$ cat src/rtl/spi_pkg.sv
// +--------------------------------------------------------------------------+
// | spi_pkg : SPI mode constants, CPOL/CPHA helpers and pin bundle type       |
// | Rev 1.0                                                                   |
// +--------------------------------------------------------------------------+
`default_nettype none

package spi_pkg;

    localparam int MODE0 = 0;
    localparam int MODE1 = 1;
    localparam int MODE2 = 2;
    localparam int MODE3 = 3;

    typedef struct packed {
        logic sck;
        logic cs;
        logic mosi;
    } spi_pins_t;

    function automatic logic spi_cpol(input int mode);
        return mode[1];
    endfunction

    function automatic logic spi_cpha(input int mode);
        return mode[0];
    endfunction

endpackage

`default_nettype wire

$ cat src/rtl/spi_sync.sv
// +--------------------------------------------------------------------------+
// | spi_sync : parametrised-width two-flop synchronizer with reset value      |
// | Rev 1.0                                                                   |
// +--------------------------------------------------------------------------+
`default_nettype none

module spi_sync #(
    parameter int               WIDTH   = 1,
    parameter logic [WIDTH-1:0] RST_VAL = '0
) (
    input  logic             clk_i,
    input  logic             rst_i,
    input  logic [WIDTH-1:0] d_i,
    output logic [WIDTH-1:0] q_o
);

    logic [WIDTH-1:0] meta_q;
    logic [WIDTH-1:0] sync_q;

    always_ff @(posedge clk_i) begin
        if (rst_i) begin
            meta_q <= RST_VAL;
            sync_q <= RST_VAL;
        end else begin
            meta_q <= d_i;
            sync_q <= meta_q;
        end
    end

    assign q_o = sync_q;

endmodule

`default_nettype wire

$ cat src/rtl/spi_slave_sync.sv
// +--------------------------------------------------------------------------+
// | spi_slave_sync : oversampled SPI slave; transmit path built only when     |
// | SPI_SLAVE_TX_EN is defined.                               Rev 1.0         |
// +--------------------------------------------------------------------------+
`default_nettype none

module spi_slave_sync
    import spi_pkg::*;
#(
    parameter int DATA_W    = 8,
    parameter int SPI_MODE  = 0,
    parameter int MSB_FIRST = 1
) (
    input  logic              CLK,
    input  logic              RST,
    input  logic              SPI_CLK,
    input  logic              SPI_CS,
    input  logic              SPI_RX,
    output logic [DATA_W-1:0] RX_DATA,
    output logic              RX_VALID,
    input  logic              RX_READY,
    output logic              RX_OVERRUN,
    output logic              SPI_TX
`ifdef SPI_SLAVE_TX_EN
    ,
    input  logic [DATA_W-1:0] TX_DATA,
    input  logic              TX_LOAD,
    output logic              TX_READY,
    output logic              TX_UNDERRUN
`endif
);

    localparam logic              CPOL  = spi_cpol(SPI_MODE);
    localparam logic              CPHA  = spi_cpha(SPI_MODE);
    localparam int                CNT_W = $clog2(DATA_W);
    localparam logic [CNT_W-1:0]  LAST  = CNT_W'(DATA_W - 1);

    spi_pins_t pins_raw;
    spi_pins_t pins_s;

    assign pins_raw.sck  = SPI_CLK;
    assign pins_raw.cs   = SPI_CS;
    assign pins_raw.mosi = SPI_RX;

    spi_sync #(
        .WIDTH   (3),
        .RST_VAL ({CPOL, 1'b1, 1'b0})
    ) u_sync (
        .clk_i (CLK),
        .rst_i (RST),
        .d_i   (pins_raw),
        .q_o   (pins_s)
    );

    logic              sck_prev_q;
    logic [1:0]        settle_q, settle_d;
    logic              armed_q, armed_d;
    logic [CNT_W-1:0]  cnt_q, cnt_d;
    logic [DATA_W-1:0] shreg_q, shreg_d;
    logic [DATA_W-1:0] rx_data_q, rx_data_d;
    logic              rx_valid_q, rx_valid_d;
    logic              rx_ovr_q, rx_ovr_d;

    logic              lead_e, trail_e, sample_e, active;
    logic [DATA_W-1:0] shin;

    always_comb begin
        lead_e   = CPOL ? (~pins_s.sck & sck_prev_q) : (pins_s.sck & ~sck_prev_q);
        trail_e  = CPOL ? (pins_s.sck & ~sck_prev_q) : (~pins_s.sck & sck_prev_q);
        sample_e = CPHA ? trail_e : lead_e;
        // Reception is only enabled once CS has been seen high after reset,
        // so a word aborted by reset cannot resume without a fresh CS fall.
        active   = armed_q & ~pins_s.cs;
        shin     = (MSB_FIRST != 0) ? {shreg_q[DATA_W-2:0], pins_s.mosi}
                                    : {pins_s.mosi, shreg_q[DATA_W-1:1]};
    end

    always_comb begin
        settle_d   = {settle_q[0], 1'b1};
        armed_d    = armed_q | (settle_q[1] & pins_s.cs);
        cnt_d      = cnt_q;
        shreg_d    = shreg_q;
        rx_data_d  = rx_data_q;
        rx_valid_d = rx_valid_q & ~RX_READY;
        rx_ovr_d   = 1'b0;
        if (!active) begin
            cnt_d   = '0;
            shreg_d = '0;
        end else if (sample_e) begin
            shreg_d = shin;
            if (cnt_q == LAST) begin
                cnt_d      = '0;
                rx_data_d  = shin;
                rx_valid_d = 1'b1;
                rx_ovr_d   = rx_valid_q & ~RX_READY;
            end else begin
                cnt_d = cnt_q + CNT_W'(1);
            end
        end
    end

    always_ff @(posedge CLK) begin
        if (RST) begin
            sck_prev_q <= CPOL;
            settle_q   <= '0;
            armed_q    <= 1'b0;
            cnt_q      <= '0;
            shreg_q    <= '0;
            rx_data_q  <= '0;
            rx_valid_q <= 1'b0;
            rx_ovr_q   <= 1'b0;
        end else begin
            sck_prev_q <= pins_s.sck;
            settle_q   <= settle_d;
            armed_q    <= armed_d;
            cnt_q      <= cnt_d;
            shreg_q    <= shreg_d;
            rx_data_q  <= rx_data_d;
            rx_valid_q <= rx_valid_d;
            rx_ovr_q   <= rx_ovr_d;
        end
    end

    assign RX_DATA    = rx_data_q;
    assign RX_VALID   = rx_valid_q;
    assign RX_OVERRUN = rx_ovr_q;

`ifdef SPI_SLAVE_TX_EN
    logic              cs_prev_q;
    logic [DATA_W-1:0] hold_q, hold_d;
    logic              hold_full_q, hold_full_d;
    logic [DATA_W-1:0] txsh_q, txsh_d;
    logic              undr_q, undr_d;
    logic              shift_e, word_start;

    always_comb begin
        shift_e     = CPHA ? lead_e : trail_e;
        // A new word begins on the first shift edge after a completed word;
        // with CPHA=0 the first word must already be on MISO at CS fall.
        word_start  = active & ((shift_e & (cnt_q == '0)) | (~CPHA & cs_prev_q));
        hold_d      = hold_q;
        hold_full_d = hold_full_q;
        txsh_d      = txsh_q;
        undr_d      = 1'b0;
        if (!active) begin
            txsh_d = '0;
        end else if (word_start) begin
            txsh_d      = hold_full_q ? hold_q : '0;
            hold_full_d = 1'b0;
            undr_d      = ~hold_full_q;
        end else if (shift_e) begin
            txsh_d = (MSB_FIRST != 0) ? (txsh_q << 1) : (txsh_q >> 1);
        end
        if (TX_LOAD && !hold_full_q) begin
            hold_d      = TX_DATA;
            hold_full_d = 1'b1;
        end
    end

    always_ff @(posedge CLK) begin
        if (RST) begin
            cs_prev_q   <= 1'b1;
            hold_q      <= '0;
            hold_full_q <= 1'b0;
            txsh_q      <= '0;
            undr_q      <= 1'b0;
        end else begin
            cs_prev_q   <= pins_s.cs;
            hold_q      <= hold_d;
            hold_full_q <= hold_full_d;
            txsh_q      <= txsh_d;
            undr_q      <= undr_d;
        end
    end

    assign SPI_TX      = active & ((MSB_FIRST != 0) ? txsh_q[DATA_W-1] : txsh_q[0]);
    assign TX_READY    = ~hold_full_q;
    assign TX_UNDERRUN = undr_q;
`else
    assign SPI_TX = 1'b0;
`endif

endmodule

`default_nettype wire

$ cat config.mk
export PLATFORM = sky130hd
export DESIGN_NAME = spi_slave_sync
export DESIGN_NICKNAME = d
export VERILOG_FILES = /design/src/rtl/spi_pkg.sv /design/src/rtl/spi_sync.sv /design/src/rtl/spi_slave_sync.sv
export SDC_FILE = /design/constraint.sdc
export NUM_CORES = 1
export LEC_CHECK = 0
export BUFFER_PORTS_ARGS = -buffer_cell sky130_fd_sc_hd__buf_4
export CAP_MARGIN = 10
export CORE_UTILIZATION = 46
export CTS_CLUSTER_DIAMETER = 40
export CTS_CLUSTER_SIZE = 30
export DETAILED_ROUTE_END_ITERATION = 7
export GPL_TIMING_DRIVEN = 0
export PLACE_DENSITY_LB_ADDON = 0.12
export SLEW_MARGIN = 10
export SYNTH_ARGS = -nofsm -noshare
export SYNTH_HDL_FRONTEND = slang
export SYNTH_SLANG_ARGS = --single-unit
$ cat constraint.sdc
create_clock -name CLK -period 1.5 [get_ports CLK]
set_input_delay 0.15 -clock CLK [delete_from_list [all_inputs] [get_ports CLK]]
set_output_delay 0.15 -clock CLK [all_outputs]
set_load 0.03 [all_outputs]
==> results.sh <==
export IMPL_status="finished, final reports clean"
export IMPL_ys_seq_area_share_pct=54.7
export IMPL_hold_class="primary input to flop"
export IMPL_overflow=0
export IMPL_place_ws_ns=0.168
export IMPL_final_nets=148
export IMPL_critPathTopFamily="adder cells"
export IMPL_synth_compound_area_share_pct=5.02
export IMPL_ant_nets=0
export IMPL_power_density_nw_per_um2=1030
export IMPL_pin_count=17
export IMPL_synth_edf_count=0
export IMPL_crit_arrival_ns=1.59
export IMPL_finalCritPeriodShare_pct=89.3
export IMPL_n_fill_cell=211
export IMPL_cp_slowest_cell="dfxtp_1"
export IMPL_cts_root_buf="clkbuf_4"
export IMPL_port_buffer_count=15
export IMPL_cts_made_buffers=5
export IMPL_routedWlPerCell_um=10.6
export IMPL_clk_pin_slew_ns=0.08
export IMPL_start_util_pct=49.1
export IMPL_syn_nets=125
export IMPL_setup_worst_path_class="flop to flop"
export IMPL_startpoint_type="flop"
export IMPL_grt_max_degree=11
export IMPL_ys_types=22
export IMPL_synth_avg_cell_area_sq_um=9.46
export IMPL_vias=800
export IMPL_rows=17
export IMPL_clock_latency_ns=0.33
export IMPL_worstPathRequired_ns=1.75
export IMPL_power_uw=1360
export IMPL_crit_buf_inv=1
export IMPL_clkSinkCount=30
export IMPL_setup_tns_ns=0
export IMPL_dp_hpwl_um=1240
export IMPL_synth_warnings=0
export IMPL_finish_utilization_pct=58.9
export IMPL_diodes=0
export IMPL_syn_to_final_growth_pct=19.8
export IMPL_ir_worst_vdd_mv=0.860
export IMPL_synth_top_area_share_pct=54.7
export IMPL_post_cts_repair_setup_buffers=0
export IMPL_synth_xor_area_share_pct=0
export IMPL_finalWirelength_um=1780
export IMPL_syn_area_sq_um=1100
export IMPL_die_h_um=50.8
export IMPL_cts_tree="yes"
export IMPL_fin_cells=168
export IMPL_finalCriticalPeriod_ns=1.34
export IMPL_layout_setup_ws_ns=0.161
export IMPL_hold_violations=0
export IMPL_async_flop_share_pct=0
export IMPL_die_area_sq_um=2580
export IMPL_numPlacedInstances=159
export IMPL_die_w_um=50.8
export IMPL_synth_ff_type="dfxtp_1"
export IMPL_ctsResizeCount=0
export IMPL_maxCapViolCount=0
export IMPL_drive_above_1_share_pct=22.9
export IMPL_syn_inst=116
export IMPL_synth_adder_area_share_pct=3.42
export IMPL_r2r_start="cnt_q[0]"
export IMPL_max_clock_path_buffers=2
export IMPL_synth_top_family_by_area="simple AND/OR/NAND/NOR gates"
export IMPL_max_freq_mhz=747
export IMPL_drt_iter0_drc=12
export IMPL_ys_seq_elements=30
export IMPL_grt_pass1_wl_um=2950
export IMPL_antenna_found_initial=0
export IMPL_cts_htree_levels=2
export IMPL_grt_setup_unrepaired="no"
export IMPL_startpoint="cnt_q[0]"
export IMPL_skew_ns=0.00901
export IMPL_muxShareOfSynthArea_pct=8.21
export IMPL_grt_pass1_vias=700
export IMPL_maxSlewViolCount=0
export IMPL_grt_usage_pct=16.4
export IMPL_drt_first_pass_iters=4
export IMPL_synthSimpleGateAreaFrac_pct=23.1
export IMPL_path_cells="ha_1 > ha_1 > and3_4 > buf_8 > mux2i_1"
export IMPL_vias_per_cell=4.76
export IMPL_cpPeakStageDelay_ns=0.36
export IMPL_synth_top_cell_by_area="dfxtp_1"
export IMPL_setup_viol=0
export IMPL_leakagePower_uw=0.000498
export IMPL_drc=0
export IMPL_cp_end_kind="flop"
export IMPL_cp_max_fo=8
export IMPL_place_congestion=0.695
export IMPL_worstHoldStart="SPI_CLK"
export IMPL_core_sq_um=2230
export IMPL_critical_path_most_common_cell="ha_1"
export IMPL_synth_area_leaders="dfxtp_1 55%, nand2_1 12%, mux2i_1 8.2%"
==> sequential cells by signal, indices dropped and copies added, names as in the netlist <==
signal,count
cnt_q,3
armed_q,1
sck_prev_q,1
settle_q,2
RX_DATA,8
RX_OVERRUN,1
shreg_q,7
u_sync.q_o,3
RX_VALID,1
u_sync.meta_q,3
==> final cells by class <==
| class | instances | area, sq um | share of cell area, % |
|---|---|---|---|
| Sequential cell | 30 | 601 | 45.7 |
| Multi-Input combinational cell | 77 | 440 | 33.5 |
| Timing Repair Buffer | 16 | 123 | 9.32 |
| Clock buffer | 7 | 55.1 | 4.19 |
| Buffer | 7 | 48.8 | 3.71 |
| Tap cell | 28 | 35.0 | 2.66 |
| Inverter | 2 | 7.51 | 0.571 |
| Clock inverter | 1 | 5.00 | 0.381 |
==> placed cells by master, fill, tap and decap left out <==
cell | netlist | layout
a21oi_1 | 11 | 11
and3_4 | 1 | 1
buf_2 | 3 | 3
buf_4 | 2 | 17
buf_8 | 1 | 1
clkbuf_1 | 1 | 2
clkbuf_4 | 0 | 5
clkbuf_8 | 0 | 1
clkinv_2 | 0 | 1
conb_1 | 1 | 1
dfxtp_1 | 30 | 30
dlygate4sd3_1 | 0 | 1
ha_1 | 3 | 3
inv_1 | 1 | 1
inv_2 | 1 | 1
mux2i_1 | 9 | 9
nand2_1 | 34 | 34
nand2b_1 | 2 | 2
nand3_1 | 1 | 1
nand3b_1 | 1 | 1
nor2_1 | 3 | 3
nor2b_1 | 6 | 6
nor2b_2 | 1 | 1
nor2b_4 | 1 | 1
nor4_1 | 1 | 1
or2_1 | 2 | 2
==> synthesized netlist by cell type, types with 2 or more instances <==
library cell	count
nor2b_1	6
ha_1	3
dfxtp_1	30
mux2i_1	9
a21oi_1	11
nor2_1	3
nand2_1	34
buf_2	3
nand2b_1	2
buf_4	2
or2_1	2
==> final timing paths <==
| kind | to | slack (ns) | cells past startpoint |
|---|---|---|---|
| max | RX_DATA[0] | 0.16 | 5 |
| min | u_sync.meta_q[2] | 0.04 | 2 |
| max reg2reg | RX_DATA[0] | 0.16 | 5 |
| min reg2reg | u_sync.q_o[1] | 0.41 | 1 |
==> where the power goes <==
part,switching [uW],internal (uW)
Combinational,27.7,25.6
Sequential,4.74,809
Clock,264,227
==> logic make-up after synthesis <==
family                     after synthesis
DFF                                     30
adders and majority gates                3
buffers and inverters                    9
AOI/OAI and AO/OA                       11
and+or+nand+nor                         53
other                                    1
muxes                                    9
==> worst reg2reg max path, delay by kind of cell, from the launching register on <==
| family | cells | cell delay, ns |
|---|---|---|
| buf+inv | 1 | 0.14 |
| fa+ha+maj | 2 | 0.39 |
| simple gates | 1 | 0.19 |
| flops | 1 | 0.36 |
| mux | 1 | 0.20 |
==> per-stage QoR <==
stage / area (sq um) / hold slack, ns
5_1_grt: 1320 / 0.0189
3_3_place_gp: 1240 / 0.329
3_5_place_dp: 1240 / 0.334
2_1_floorplan: 1100 / 0.247
4_1_cts: 1320 / 0.0220
6_report: 1320 / 0.0419
==> metal layers <==
metal / part of all wire (%) / up-vias / track usage [%]
met5: 0 / - / 0
met2: 48 / 19 / 27.1
met3: 4.8 / 5 / 8.93
met1: 44 / 364 / 17.2
met4: 2.9 / 0 / 6.94
li1: - / 412 / -
==> timing repair <==
action                                 CTS  global route
endpoints found under the hold margin    1             0
setup endpoints to repair                0             0
hold buffers                             1             0
No activity file was read; power rests on OpenSTA's default activity.
